**config.mk**
```make
export PLATFORM = sky130hd
export DESIGN_NAME = fetch_ctrl_flat
export DESIGN_NICKNAME = d
export VERILOG_FILES = /design/src/rtl/fetch_ctrl_pkg.sv /design/src/rtl/fetch_ctrl_if.sv /design/src/rtl/fetch_ctrl_queue.sv /design/src/rtl/fetch_ctrl.sv /design/src/flat_wrapper.sv
export SDC_FILE = /design/constraint.sdc
export NUM_CORES = 1
export LEC_CHECK = 0
export BUFFER_PORTS_ARGS = -buffer_cell sky130_fd_sc_hd__buf_4
export CAP_MARGIN = 25
export CELL_PAD_IN_SITES_DETAIL_PLACEMENT = 1
export CELL_PAD_IN_SITES_GLOBAL_PLACEMENT = 1
export CORE_ASPECT_RATIO = 0.5
export CORE_MARGIN = 2
export CORE_UTILIZATION = 30
export DETAILED_ROUTE_END_ITERATION = 7
export PLACE_DENSITY = 0.67
export SLEW_MARGIN = 20
export SYNTH_ARGS = -nofsm -noshare
export SYNTH_HDL_FRONTEND = slang
export SYNTH_SLANG_ARGS = --single-unit
```
**constraint.sdc**
```tcl
create_clock -name clock -period 6.8 [get_ports clock]
set_input_delay 1.36 -clock clock [delete_from_list [all_inputs] [get_ports clock]]
set_output_delay 1.36 -clock clock [all_outputs]
set_load 0.05 [all_outputs]
```
**src/rtl/fetch_ctrl_pkg.sv**
```systemverilog
// rtl/fetch_ctrl_pkg.sv - shared defaults and entry type for the fetch sequencer
package fetch_ctrl_pkg;

  localparam logic [31:0] DEFAULT_RESET_PC = 32'h0000_0000;
  localparam int          DEFAULT_MAX_OUT  = 2;

  typedef struct packed {
    logic [31:0] pc;
    logic [31:0] data;
  } fetch_entry_t;

  function automatic int ctr_width(input int n);
    return $clog2(n + 1);
  endfunction

endpackage

```
**src/rtl/fetch_ctrl_if.sv**
```systemverilog
// rtl/fetch_ctrl_if.sv - memory port and parcel buffer handshake bundle
interface fetch_ctrl_if;

  logic        mem_req_valid;
  logic [31:0] mem_req_addr;
  logic        mem_req_ready;
  logic        mem_rsp_valid;
  logic [31:0] mem_rsp_rdata;
  logic        buf_stall;
  logic        buf_clear;
  logic        buf_align;
  logic        buf_ready;
  logic [31:0] buf_pc;
  logic [31:0] buf_rdata;

  modport master (
    output mem_req_valid, mem_req_addr,
    input  mem_req_ready, mem_rsp_valid, mem_rsp_rdata, buf_stall,
    output buf_clear, buf_align, buf_ready, buf_pc, buf_rdata
  );

  modport slave (
    input  mem_req_valid, mem_req_addr,
    output mem_req_ready, mem_rsp_valid, mem_rsp_rdata, buf_stall,
    input  buf_clear, buf_align, buf_ready, buf_pc, buf_rdata
  );

endinterface

```
**src/rtl/fetch_ctrl_queue.sv**
```systemverilog
// rtl/fetch_ctrl_queue.sv - skid FIFO holding fetched words while the buffer stalls
module fetch_queue
  import fetch_ctrl_pkg::*;
#(
  parameter  int depth = DEFAULT_MAX_OUT,
  localparam int CW    = ctr_width(depth),
  localparam int AW    = (depth > 1) ? $clog2(depth) : 1
) (
  input  logic          clock,
  input  logic          reset,
  input  logic          push,
  input  logic          pop,
  input  logic          flush,
  input  fetch_entry_t  din,
  output fetch_entry_t  head,
  output logic [CW-1:0] count,
  output logic          empty,
  output logic          full
);

  fetch_entry_t  mem [depth];
  logic [AW-1:0] rd_ptr;
  logic [AW-1:0] wr_ptr;
  logic          do_push;
  logic          do_pop;

  function automatic logic [AW-1:0] bump(input logic [AW-1:0] p);
    return (p == AW'(depth - 1)) ? '0 : p + AW'(1);
  endfunction

  assign empty   = (count == '0);
  assign full    = (count == CW'(depth));
  assign do_pop  = pop && !empty;
  assign do_push = push && (!full || do_pop);
  assign head    = mem[rd_ptr];

  always_ff @(posedge clock) begin
    if (!reset || flush) begin
      rd_ptr <= '0;
      wr_ptr <= '0;
      count  <= '0;
    end else begin
      if (do_push) wr_ptr <= bump(wr_ptr);
      if (do_pop)  rd_ptr <= bump(rd_ptr);
      count <= count + CW'(do_push) - CW'(do_pop);
    end
  end

  always_ff @(posedge clock) begin
    if (reset && !flush && do_push) mem[wr_ptr] <= din;
  end

endmodule

```
**src/rtl/fetch_ctrl.sv**
```systemverilog
// rtl/fetch_ctrl.sv - fetch sequencer: request credit, response tracking, redirect flush
module fetch_ctrl
  import fetch_ctrl_pkg::*;
#(
  parameter logic [31:0] reset_pc = DEFAULT_RESET_PC,
  parameter int          max_out  = DEFAULT_MAX_OUT
) (
  input  logic         clock,
  input  logic         reset,
  input  logic         redir_valid,
  input  logic [31:0]  redir_pc,
  fetch_ctrl_if.master bus
);

  localparam int CW = ctr_width(max_out);

  logic [31:0]   fpc, fpc_nx;
  logic [31:0]   rpc, rpc_nx;
  logic [CW-1:0] outstanding, out_nx;
  logic [CW-1:0] discard, discard_nx;
  logic [CW-1:0] qcount;
  logic          q_push, q_pop, q_flush, q_empty, q_full;
  fetch_entry_t  q_head, q_din;
  logic          fire, accept;
  logic          redir_unused;

  assign redir_unused = redir_pc[0];

  fetch_queue #(.depth(max_out)) u_queue (
    .clock (clock),
    .reset (reset),
    .push  (q_push),
    .pop   (q_pop),
    .flush (q_flush),
    .din   (q_din),
    .head  (q_head),
    .count (qcount),
    .empty (q_empty),
    .full  (q_full)
  );

  always_comb begin
    bus.mem_req_valid = 1'b0;
    bus.mem_req_addr  = '0;
    bus.buf_clear     = 1'b0;
    bus.buf_align     = 1'b0;
    bus.buf_ready     = 1'b0;
    bus.buf_pc        = '0;
    bus.buf_rdata     = '0;
    fpc_nx            = fpc;
    rpc_nx            = rpc;
    out_nx            = outstanding;
    discard_nx        = discard;
    q_push            = 1'b0;
    q_pop             = 1'b0;
    q_flush           = 1'b0;
    q_din.pc          = rpc;
    q_din.data        = bus.mem_rsp_rdata;
    fire              = 1'b0;
    accept            = 1'b0;
    if (reset) begin
      bus.mem_req_addr = fpc;
      if (redir_valid) begin
        // Everything still in flight belongs to the old stream and must be skipped.
        bus.buf_clear = 1'b1;
        bus.buf_align = redir_pc[1];
        q_flush       = 1'b1;
        out_nx        = outstanding - CW'(bus.mem_rsp_valid);
        discard_nx    = outstanding - CW'(bus.mem_rsp_valid);
        fpc_nx        = {redir_pc[31:2], 2'b00};
        rpc_nx        = {redir_pc[31:2], 2'b00};
      end else begin
        // Queued words hold credit too, so the skid queue can never overflow.
        bus.mem_req_valid = !bus.buf_stall && ((outstanding + qcount) < CW'(max_out));
        fire   = bus.mem_req_valid && bus.mem_req_ready;
        accept = bus.mem_rsp_valid && (discard == '0);
        if (bus.mem_rsp_valid && (discard != '0)) discard_nx = discard - CW'(1);
        if (accept) rpc_nx = rpc + 32'd4;
        if (fire)   fpc_nx = fpc + 32'd4;
        out_nx = outstanding + CW'(fire) - CW'(bus.mem_rsp_valid);
        if (!bus.buf_stall && !q_empty) begin
          q_pop         = 1'b1;
          q_push        = accept;
          bus.buf_ready = 1'b1;
          bus.buf_pc    = q_head.pc;
          bus.buf_rdata = q_head.data;
        end else if (!bus.buf_stall && accept) begin
          bus.buf_ready = 1'b1;
          bus.buf_pc    = rpc;
          bus.buf_rdata = bus.mem_rsp_rdata;
        end else begin
          q_push = accept;
        end
      end
    end
  end

  always_ff @(posedge clock) begin
    if (!reset) begin
      fpc         <= reset_pc;
      rpc         <= reset_pc;
      outstanding <= '0;
      discard     <= '0;
    end else begin
      fpc         <= fpc_nx;
      rpc         <= rpc_nx;
      outstanding <= out_nx;
      discard     <= discard_nx;
    end
  end

  always_ff @(posedge clock) begin
    if (reset) assert (!(q_push && q_full && !q_pop));
  end

endmodule
```
**src/flat_wrapper.sv**
```systemverilog
// flat-port wrapper written by rule: the top's interface ports become plain ports
module fetch_ctrl_flat import fetch_ctrl_pkg::*;
#(
  parameter logic [31:0] reset_pc = DEFAULT_RESET_PC,
  parameter int          max_out  = DEFAULT_MAX_OUT
)
  (clock, reset, redir_valid, redir_pc, bus_mem_req_valid, bus_mem_req_addr, bus_mem_req_ready, bus_mem_rsp_valid, bus_mem_rsp_rdata, bus_buf_stall, bus_buf_clear, bus_buf_align, bus_buf_ready, bus_buf_pc, bus_buf_rdata);
  fetch_ctrl_if bus_i ();
  input  logic clock;
  input  logic reset;
  input  logic redir_valid;
  input  logic [31:0] redir_pc;
  output wire logic [$bits(bus_i.mem_req_valid)-1:0] bus_mem_req_valid;
  output wire logic [$bits(bus_i.mem_req_addr)-1:0] bus_mem_req_addr;
  input wire logic [$bits(bus_i.mem_req_ready)-1:0] bus_mem_req_ready;
  input wire logic [$bits(bus_i.mem_rsp_valid)-1:0] bus_mem_rsp_valid;
  input wire logic [$bits(bus_i.mem_rsp_rdata)-1:0] bus_mem_rsp_rdata;
  input wire logic [$bits(bus_i.buf_stall)-1:0] bus_buf_stall;
  output wire logic [$bits(bus_i.buf_clear)-1:0] bus_buf_clear;
  output wire logic [$bits(bus_i.buf_align)-1:0] bus_buf_align;
  output wire logic [$bits(bus_i.buf_ready)-1:0] bus_buf_ready;
  output wire logic [$bits(bus_i.buf_pc)-1:0] bus_buf_pc;
  output wire logic [$bits(bus_i.buf_rdata)-1:0] bus_buf_rdata;
  assign bus_mem_req_valid = bus_i.mem_req_valid;
  assign bus_mem_req_addr = bus_i.mem_req_addr;
  assign bus_i.mem_req_ready = bus_mem_req_ready;
  assign bus_i.mem_rsp_valid = bus_mem_rsp_valid;
  assign bus_i.mem_rsp_rdata = bus_mem_rsp_rdata;
  assign bus_i.buf_stall = bus_buf_stall;
  assign bus_buf_clear = bus_i.buf_clear;
  assign bus_buf_align = bus_i.buf_align;
  assign bus_buf_ready = bus_i.buf_ready;
  assign bus_buf_pc = bus_i.buf_pc;
  assign bus_buf_rdata = bus_i.buf_rdata;
  fetch_ctrl #(.reset_pc(reset_pc), .max_out(max_out)) u_core (.clock(clock), .reset(reset), .redir_valid(redir_valid), .redir_pc(redir_pc), .bus(bus_i));
endmodule
```
==> out/results.tsv, run 1 <==
metric	value	unit
status	finished, violations left	
violations	DRC	
cts_tree	done	
dp_cells	1352	
grt_util_met1	0.214	
grt_overflow	0	
drive_gt1_frac	0.211	
clockPowerShare	0.389	
synth-edff-count	124	
fin_util	0.382	
start_util	0.307	
syn_area_per_cell	10.6	um^2
first_global_vias	7191	
worst-endpoint-arrival	3.89	ns
slew_headroom	0.333	
busiest_layer	met2	
switchingPower	0.000667	W
first_pass_iters	8	
post_cts_resized	0	
setup.worst_path.start	reset	
diodes	0	
fillCellCount	3244	
critPathMaxFanout	62	
fin_crit_sh	0.771	
dieArea	31400	um^2
numPortBuffers	164	
wirelength	25.6	mm
critPathCapture	bus_buf_pc[18]	
antenna_left	0	
worst_hold_path_type	flop to flop	
worstPathRequired	5.44	ns
dominantRegCellSynth	edfxtp_1	
rsz0062_at_grt	no	
multi_input_area	3640	um^2
synth_async_sr_flop_share	0	
clk_pin_slew	0.07	ns
ioPinCount	170	
worstMarginPinSlew	0.992	ns
yosys.cell_types.count	46	
seq_area	5110	um^2
rows	44	
r2r_slack	4.11	ns
postCtsSetupRepairBufs	0	
clk-insertion-delay-late	0.43	ns
rr_worst_depth	6	
clock_path_buffers	2	
p_leak	3.89	nW
htreeDepth	4	
r2r-start	u_core.discard[0]	
use_met3	0.0328	
drt_iter0_markers	416	
antenna_found_initial	0	
grt_usage	0.163	
critical_path_class	input pin to primary output	
numCtsBuffers	17	
max_freq	191	MHz
grt_pass1_wl	40.3	mm
setup_viol	0	
layout.nets	1057	
grtUsageMet2	0.276	
reg2reg_to	u_core.u_queue.mem[1][31]	
layout.cells.non_filler	1384	
syn2layout_area_growth	24.4	%
synth_cells	844	
cap_violations	0	
end_kind	primary output	
synth-seq-cells	193	
cts_hold_buf	0	
drt-wirelength-per-cell	18.5	um
dieWidth	249	um
p_comb_frac	0.097	
synth_warnings	0	
cts-root-buf	clkbuf_16	
p_per_area	232	nW/um^2
skew	0.0171	ns
cts_sinks	193	
slew_violations	0	
final_area	11200	um^2
placed_area	10600	um^2
intPower	0.00192	W
drc	4	
gp_routability_congestion	0.819	
pwr-share-seq	0.513	
synth_top_area_frac	0.414	
synthTopCellsByArea	edfxtp_1, dfxtp_1, mux2i_1	
num_vias	6867	
final_hold_viol_count	0	
synth_top_cell_by_area	edfxtp_1	
grt_start_max_net_pins	72	
min_period	5.25	ns
yosysSeqAreaShare	0.568	
syn_area	8980	um^2
vdd_drop_max	0.142	mV
dpl.hpwl	17.3	mm
coreArea	29200	um^2
start_kind	input pin	
fin_setup_tns	0	ns
swShare	0.258	
dieHeight	126	um
via_per_inst	4.96	
## area by class of cell
cell class                      instances  area share
Clock inverter                         15      0.0140
Tap cell                              391      0.0438
Sequential cell                       193       0.457
Multi-Input combinational cell        582       0.325
Inverter                               15     0.00504
Clock buffer                           17      0.0381
Timing Repair Buffer                  171       0.117
## worst min-delay path by stage
stage | from | end | slack (ns) | cells after the start
3_5_place_dp | u_core.rpc[31] | u_core.u_queue.mem[0][63] | 0.52 | 0
4_1_cts | u_core.rpc[10] | u_core.u_queue.mem[1][42] | 0.54 | 0
6_report | u_core.rpc[10] | u_core.u_queue.mem[1][42] | 0.54 | 0
2_1_floorplan | u_core.rpc[31] | u_core.u_queue.mem[0][63] | 0.47 | 0
3_3_place_gp | u_core.u_queue.rd_ptr | flop | 0.48 | 2
5_1_grt | u_core.rpc[10] | u_core.u_queue.mem[0][42] | 0.55 | 0
## synth_stat cells, drive strengths merged, types with 13 or more instances
library cell	number
dfxtp	69
o21ai	113
a21oi	37
nor2	21
nand2	106
xnor2	29
nand3	22
edfxtp	124
xor2	19
and3	13
nand4	25
mux2i	64
and2	35
nor3	13
inv	14
clkbuf	50
## cell families after synthesis
| family | count (synthesis) | synth area share |
|---|---|---|
| flip-flops | 193 | 0.568 |
| AO/OA/AOI/OAI | 175 | 0.105 |
| buffers and inverters | 72 | 0.0330 |
| other | 1 | 0.000417 |
| XOR/XNOR | 48 | 0.0476 |
| AND/OR/NAND/NOR | 284 | 0.164 |
| multiplexers | 64 | 0.0713 |
| adder cells (fa/ha/maj) | 7 | 0.00975 |
## power groups by stage
stage               clock network [W]  registers (W)  logic [W]
finish                        0.00101        0.00133   0.000252
global placement                    0        0.00135   0.000247
global route                  0.00108        0.00133   0.000275
floorplan                           0        0.00134   0.000162
detailed placement                  0        0.00135   0.000253
CTS                           0.00104        0.00133   0.000255
## placed cells by master (no fill, tap or decap), drive strengths merged, types with 7 or more instances in the layout
master,n
a21oi,37
and2,35
and3,13
and4,8
buf,171
clkbuf,17
clkinv,8
dfxtp,69
edfxtp,124
ha,7
inv,19
mux2i,64
nand2,106
nand3,22
nand4,25
nor2,21
nor3,13
nor4,12
o21ai,113
or3,9
or4,7
xnor2,29
xor2,19
## stage by stage
stage / total power [W] / hold slack [ns] / setup slack (ns)
6_report: 0.00259 / 0.536 / 1.55
5_1_grt: 0.00269 / 0.549 / 1.28
4_1_cts: 0.00262 / 0.538 / 1.50
3_5_place_dp: 0.00161 / 0.520 / 1.51
3_3_place_gp: 0.00160 / 0.483 / 1.48
2_1_floorplan: 0.00150 / 0.467 / 1.41
## sequential cells by signal, summed over array words and instances, names as in the netlist, named ones only
register	cells
u_core.outstanding	2
u_core.discard	2
u_core.u_queue.count	2
u_core.u_queue.mem	124
u_core.u_queue.wr_ptr	1
u_core.rpc	30
u_core.u_queue.rd_ptr	1
u_core.fpc	30
## routing by layer
metal  up-vias  wire length, um
met4         0              240
li1       3343                -
met2        99            12400
met1      3408            12100
met3        17              825
met5         -                0
## critical path: stages
cell     delay (ns)
buf_4          0.32
nor2b_1        0.35
nand3_1        0.37
nor4_4         0.24
buf_4          0.62
nand2_1        0.13
o21ai_0        0.17
buf_4          0.27
Power figures use the tool's default switching activity.
==> run 2, diff against run 1 <==
==> constraint.sdc (replaced) <==
create_clock -name clock -period 4.9 [get_ports clock]
set_input_delay 0.98 -clock clock [delete_from_list [all_inputs] [get_ports clock]]
set_output_delay 0.98 -clock clock [all_outputs]
set_load 0.05 [all_outputs]
==> out/results.tsv, run 2 (same netlist as run 1, synthesis figures left out) <==
metric	value	unit	change
switchingPower	0.000942	W	+41%
num_vias	6894		+0.39%
fin_util	0.383		+0.00103
gp_routability_congestion	0.825		+0.66%
postCtsSetupRepairBufs	0		unchanged
wirelength	25.4	mm	-0.61%
rows	44		unchanged
numPortBuffers	164		unchanged
drc	4		unchanged
cts_hold_buf	0		unchanged
drt-wirelength-per-cell	18.3	um	-0.90%
syn2layout_area_growth	24.7	%	
setup.worst_path.start	reset		
reg_top3	u_core.u_queue.mem x124, u_core.fpc x30, u_core.rpc x30		
worstMarginPinSlew	0.965	ns	-0.0261 ns
skew	0.0106	ns	-0.00648 ns
antenna_found_initial	0		unchanged
clk-insertion-delay-late	0.43	ns	about the same
p_per_area	318	nW/um^2	+37%
p_leak	3.89	nW	about the same
cap_violations	0		unchanged
first_pass_iters	7		-1
cts-root-buf	clkbuf_16		
drt_iter0_markers	384		-7.7%
cts_tree	done		
critical_path_class	input pin to primary output		
hp-start	u_core.rpc[31]		
end_kind	primary output		
dpl.hpwl	17.5	mm	+1.0%
rsz0062_at_grt	no		
slew_headroom	0.351		+0.0176
first_global_vias	7102		-1.2%
critPathMaxFanout	62		unchanged
cts_sinks	193		unchanged
dp_cells	1356		+0.30%
grt_usage	0.160		-0.00210
htreeDepth	4		unchanged
drive_gt1_frac	0.217		+0.00517
total_power	0.00357	W	+38%
post_cts_resized	0		unchanged
dieHeight	126	um	unchanged
hold_ws	0.535	ns	-0.00157 ns
pwr-share-seq	0.517		+0.004
max_freq	239	MHz	
grt_overflow	0		unchanged
p_comb_frac	0.099		+0.002
clock_path_buffers	2		unchanged
start_util	0.307		unchanged
regMostFlops	u_core.u_queue.mem		
clk_pin_slew	0.08	ns	about the same
layout.nets	1061		+0.38%
dieArea	31400	um^2	unchanged
slew_violations	0		unchanged
grt_start_max_net_pins	72		unchanged
final_hold_viol_count	0		unchanged
numCtsBuffers	17		unchanged
ioPinCount	170		unchanged
largest_register_ff_count	124		unchanged
violations	DRC		
via_per_inst	4.97		+0.10%
final_cell_mix	buf_4, edfxtp_1, o21ai_0		
start_kind	input pin		
final_common_cell	buf_4		
swShare	0.264		+0.00641
antenna_left	0		unchanged
diodes	0		unchanged
layout.cells.non_filler	1388		+0.29%
worstPathRequired	3.92	ns	-1.52 ns
coreArea	29200	um^2	unchanged
intPower	0.00262	W	+37%
worst_hold_path_type	flop to flop		
worst-endpoint-arrival	3.21	ns	-0.68 ns
dieWidth	249	um	unchanged
min_period	4.19	ns	
setup_viol	0		unchanged
clockPowerShare	0.385		-0.004
grt_pass1_wl	39.8	mm	-1.3%
vdd_drop_max	0.164	mV	+15%
fin_crit_sh	0.856		
r2r-start	u_core.discard[0]		
fin_setup_tns	0	ns	unchanged
status	finished, violations left		
## run 2: metrics by stage
stage | worst slack, ns | area [um^2]
4_1_cts | 0.659 | 11200
3_5_place_dp | 0.638 | 10600
3_3_place_gp | 0.707 | 10600
6_report | 0.708 | 11200
5_1_grt | 0.489 | 11200
2_1_floorplan | -0.114 | 9000
## run 2: cell type report
cell class | count | area (um^2)
multi-input cells | 582 | 3630
clock inverters | 15 | 146
flip-flops and latches | 193 | 5110
repair buffers | 175 | 1360
clock buffers | 17 | 425
well taps | 391 | 489
fillers | 3247 | 18000
inverters | 15 | 56.3
## run 2: critical path, cell delays in order
cell and delay (ns):
buf_4 0.30, nor2b_1 0.37, nand3_1 0.38, nor4_4 0.30
buf_12 0.33, nand2_1 0.11, o21ai_0 0.14, buf_4 0.26
## run 2: per-layer routing
layer  global-route usage  share of wire  routed length [um]  vias up
met4               0.0371         0.0086                 218        0
met5                    0              0                   0        -
li1                     -              -                   -     3351
met3               0.0271          0.023                 579       13
met1                0.211           0.47               12000     3458
met2                0.279           0.49               12600       72
## run 2: final timing paths
path | endpoint | slack, ns | cells past startpoint
worst max-delay path | bus_buf_pc[3] | 0.71 | 8
worst min-delay path | u_core.u_queue.mem[0][63] | 0.53 | 0
worst max register to register | u_core.u_queue.mem[0][10] | 2.20 | 6
worst min register to register | u_core.u_queue.mem[0][63] | 0.53 | 0
## run 2: power by group through the flow
| stage | sequential (W) | clock [W] | combinational [W] |
|---|---|---|---|
| final | 0.00184 | 0.00137 | 0.000352 |
| after global routing | 0.00185 | 0.00148 | 0.000383 |
| after CTS | 0.00184 | 0.00142 | 0.000356 |
| after detailed placement | 0.00188 | 0 | 0.000354 |
| after global placement | 0.00187 | 0 | 0.000345 |
| after floorplan | 0.00186 | 0 | 0.000224 |
==> run 3, diff against run 2 <==
--- a/config.mk
+++ b/config.mk
@@ -5,6 +5,7 @@
 export SDC_FILE = /design/constraint.sdc
 export NUM_CORES = 1
 export LEC_CHECK = 0
+export ABC_AREA = 1
 export BUFFER_PORTS_ARGS = -buffer_cell sky130_fd_sc_hd__buf_4
 export CAP_MARGIN = 25
 export CELL_PAD_IN_SITES_DETAIL_PLACEMENT = 1
@@ -13,7 +14,7 @@
 export CORE_MARGIN = 2
 export CORE_UTILIZATION = 30
 export DETAILED_ROUTE_END_ITERATION = 7
-export PLACE_DENSITY = 0.67
+export PLACE_DENSITY = 0.68
 export SLEW_MARGIN = 20
 export SYNTH_ARGS = -nofsm -noshare
 export SYNTH_HDL_FRONTEND = slang
==> out/results.tsv, run 3 <==
metric	value	unit	change
cp_num_buf_inv	3		unchanged
dieArea	36200	um^2	+15%
finalWorstSetupSlack	1.11	ns	+0.402 ns
start_kind	input pin		
cpMostUsedCell	buf_4		
dieHeight	135	um	+7.2%
fin_crit_sh	0.773		-0.0820
worst_hold_path_type	flop to flop		
gp_routability_congestion	0.858		+4.0%
cpLargestDelayFamily	buffers and inverters		
cp_cell_sequence	buf_4, nor2_1, nand2_4, buf_4, o31ai_1, buf_4		
drt_iter0_markers	472		+23%
synth-edff-count	124		unchanged
antenna_left	0		unchanged
cts_sinks	193		unchanged
clock_path_buffers	2		unchanged
postCtsSetupRepairBufs	0		unchanged
clk-insertion-delay-late	0.46	ns	+0.03 ns
p_leak	5.14	nW	+32%
synth_warnings	0		unchanged
yosysSeqAreaShare	0.492		-0.0761
num_vias	9125		+32%
grt_overflow	0		unchanged
fin_setup_tns	0	ns	unchanged
worstMarginPinSlew	0.880	ns	-0.0858 ns
min_period	3.79	ns	-0.402 ns
synthTopCellsByArea	edfxtp_1, dfxtp_1, nand2_1		
rsz0062_at_grt	no		
drt-wirelength-per-cell	18.3	um	-0.18%
via_per_inst	4.89		-1.5%
layout.nets	1454		+37%
slew_headroom	0.413		+0.0619
wirelength	34.1	mm	+34%
ioPinCount	170		unchanged
htreeDepth	4		unchanged
worst_path_max_delay_cell	o31ai_1		
drc	0		-4
yosys.cell_types.count	44		-4.3%
cts_hold_buf	0		unchanged
start_util	0.303		-0.00485
synth_async_sr_flop_share	0		unchanged
final_cell_mix	nand2_1, buf_4, nor2_1		
drive_gt1_frac	0.216		-0.000823
clk_pin_slew	0.07	ns	about the same
synth.most_common_cell	nand2_1		
grt_usage	0.193		+0.0321
crit_path_max_incr_delay	0.48	ns	+0.10 ns
largest_register_ff_count	124		unchanged
skew	0.0114	ns	+0.000805 ns
grt_pass1_wl	53.8	mm	+35%
first_pass_iters	5		-2
hold_ws	0.529	ns	-0.00553 ns
synth_cells	1231		+46%
rows	48		+9.1%
first_global_vias	9590		+35%
final_area	12700	um^2	+13%
numCtsBuffers	17		unchanged
vdd_drop_max	0.245	mV	+49%
setup_viol	0		unchanged
coreArea	34300	um^2	+17%
slew_violations	0		unchanged
critPathMaxFanout	28		-55%
placed_area	12100	um^2	+13%
synth-seq-cells	193		unchanged
dpl.hpwl	24.4	mm	+39%
critical_path_class	input pin to primary output		
regMostFlops	u_core.u_queue.mem		
final_common_cell	nand2_1		
post_cts_resized	0		unchanged
synth_top_area_frac	0.359		-0.0555
numPortBuffers	164		unchanged
worst-endpoint-arrival	2.81	ns	-0.40 ns
cts_tree	done		
antenna_found_initial	1		+1
syn_area_per_cell	8.43	um^2	-21%
status	completed		
synth_top_cell_by_area	edfxtp_1		
max_freq	264	MHz	+11%
yosys-top-cells-count	nand2_1, nor2_1, inv_1		
dieWidth	267	um	+7.3%
final_hold_viol_count	0		unchanged
dominantRegCellSynth	edfxtp_1		
cts-root-buf	clkbuf_16		
end_kind	primary output		
worstPathRequired	3.92	ns	about the same
reg_top3	u_core.u_queue.mem x124, u_core.fpc x30, u_core.rpc x30		
p_per_area	295	nW/um^2	-7.2%
syn_area	10400	um^2	+15%
grt_start_max_net_pins	64		-11%
pre_cts_slack	1.10	ns	+0.459 ns
syn2layout_area_growth	22.0	%	
cap_violations	0		unchanged
## run 3: changes by cell type in the layout (fill, tap and decap cells not counted), moves of 15 or more
cell     delta
o21ai_0    -62
mux2i_1    -49
xnor2_1    -27
nand2_1   +175
and2_1     -35
o32ai_2    +23
nand4_1    -15
inv_1     +129
nor2_1    +153
o31ai_2    +17
nand3_1   +100
## run 3: worst paths after layout
kind	slack, ns	cells past startpoint	end	startpoint
max	1.11	6	bus_buf_pc[25]	bus_buf_stall
min	0.53	2	u_core.u_queue.rd_ptr	u_core.u_queue.rd_ptr
max reg2reg	2.43	10	u_core.u_queue.count[1]	u_core.u_queue.count[1]
min reg2reg	0.53	2	u_core.u_queue.rd_ptr	u_core.u_queue.rd_ptr
## run 3: per-layer routing
layer	global-route usage	vias to the layer above	share of wire	routed length [um]
met1	0.250	4545	0.46	15800
met4	0.0634	0	0.021	708
met5	0	-	0	0
li1	-	4399	-	-
met3	0.0305	41	0.027	924
met2	0.329	140	0.49	16700
## run 3: kinds of logic after synthesis
group	share of synthesized area
muxes	0.0145
buffers and inverters	0.0873
DFF	0.492
and+or+nand+nor	0.266
other	0.000361
adders and majority gates	0.00844
xor gates and xnor gates	0.00675
AOI/OAI and AO/OA	0.125
## run 3: layout make-up
| class | count | area [um^2] |
|---|---|---|
| tap | 475 | 594 |
| clock inverter | 14 | 158 |
| inverter | 149 | 561 |
| antenna | 1 | 2.50 |
| clock buffer | 18 | 439 |
| fill | 4053 | 21600 |
| sequential | 193 | 5110 |
| multi-input combinational | 835 | 4390 |
| timing repair buffer | 181 | 1400 |
## run 3: worst min-delay path: stages (launching register included)
cell and delay, ns:
dfxtp_1 0.33, nor2_1 0.06, nor2_1 0.10
## run 3: metrics by stage
| stage | power, W | util | cells |
|---|---|---|---|
| 6_report | 0.00374 | 0.369 | 1866 |
| 5_1_grt | 0.00388 | 0.369 | 1866 |
| 4_1_cts | 0.00376 | 0.369 | 1865 |
| 3_5_place_dp | 0.00233 | 0.352 | 1833 |
| 3_3_place_gp | 0.00231 | 0.351 | 1832 |
| 2_1_floorplan | 0.00214 | - | 1234 |
## run 3: power breakdown
group / switching [W] / total [W] / leakage [nW] / internal, W
sequential: 0.0000666 / 0.00185 / 1.71 / 0.00178
combinational: 0.000303 / 0.000442 / 3.14 / 0.000139
clock: 0.000707 / 0.00145 / 0.297 / 0.000742
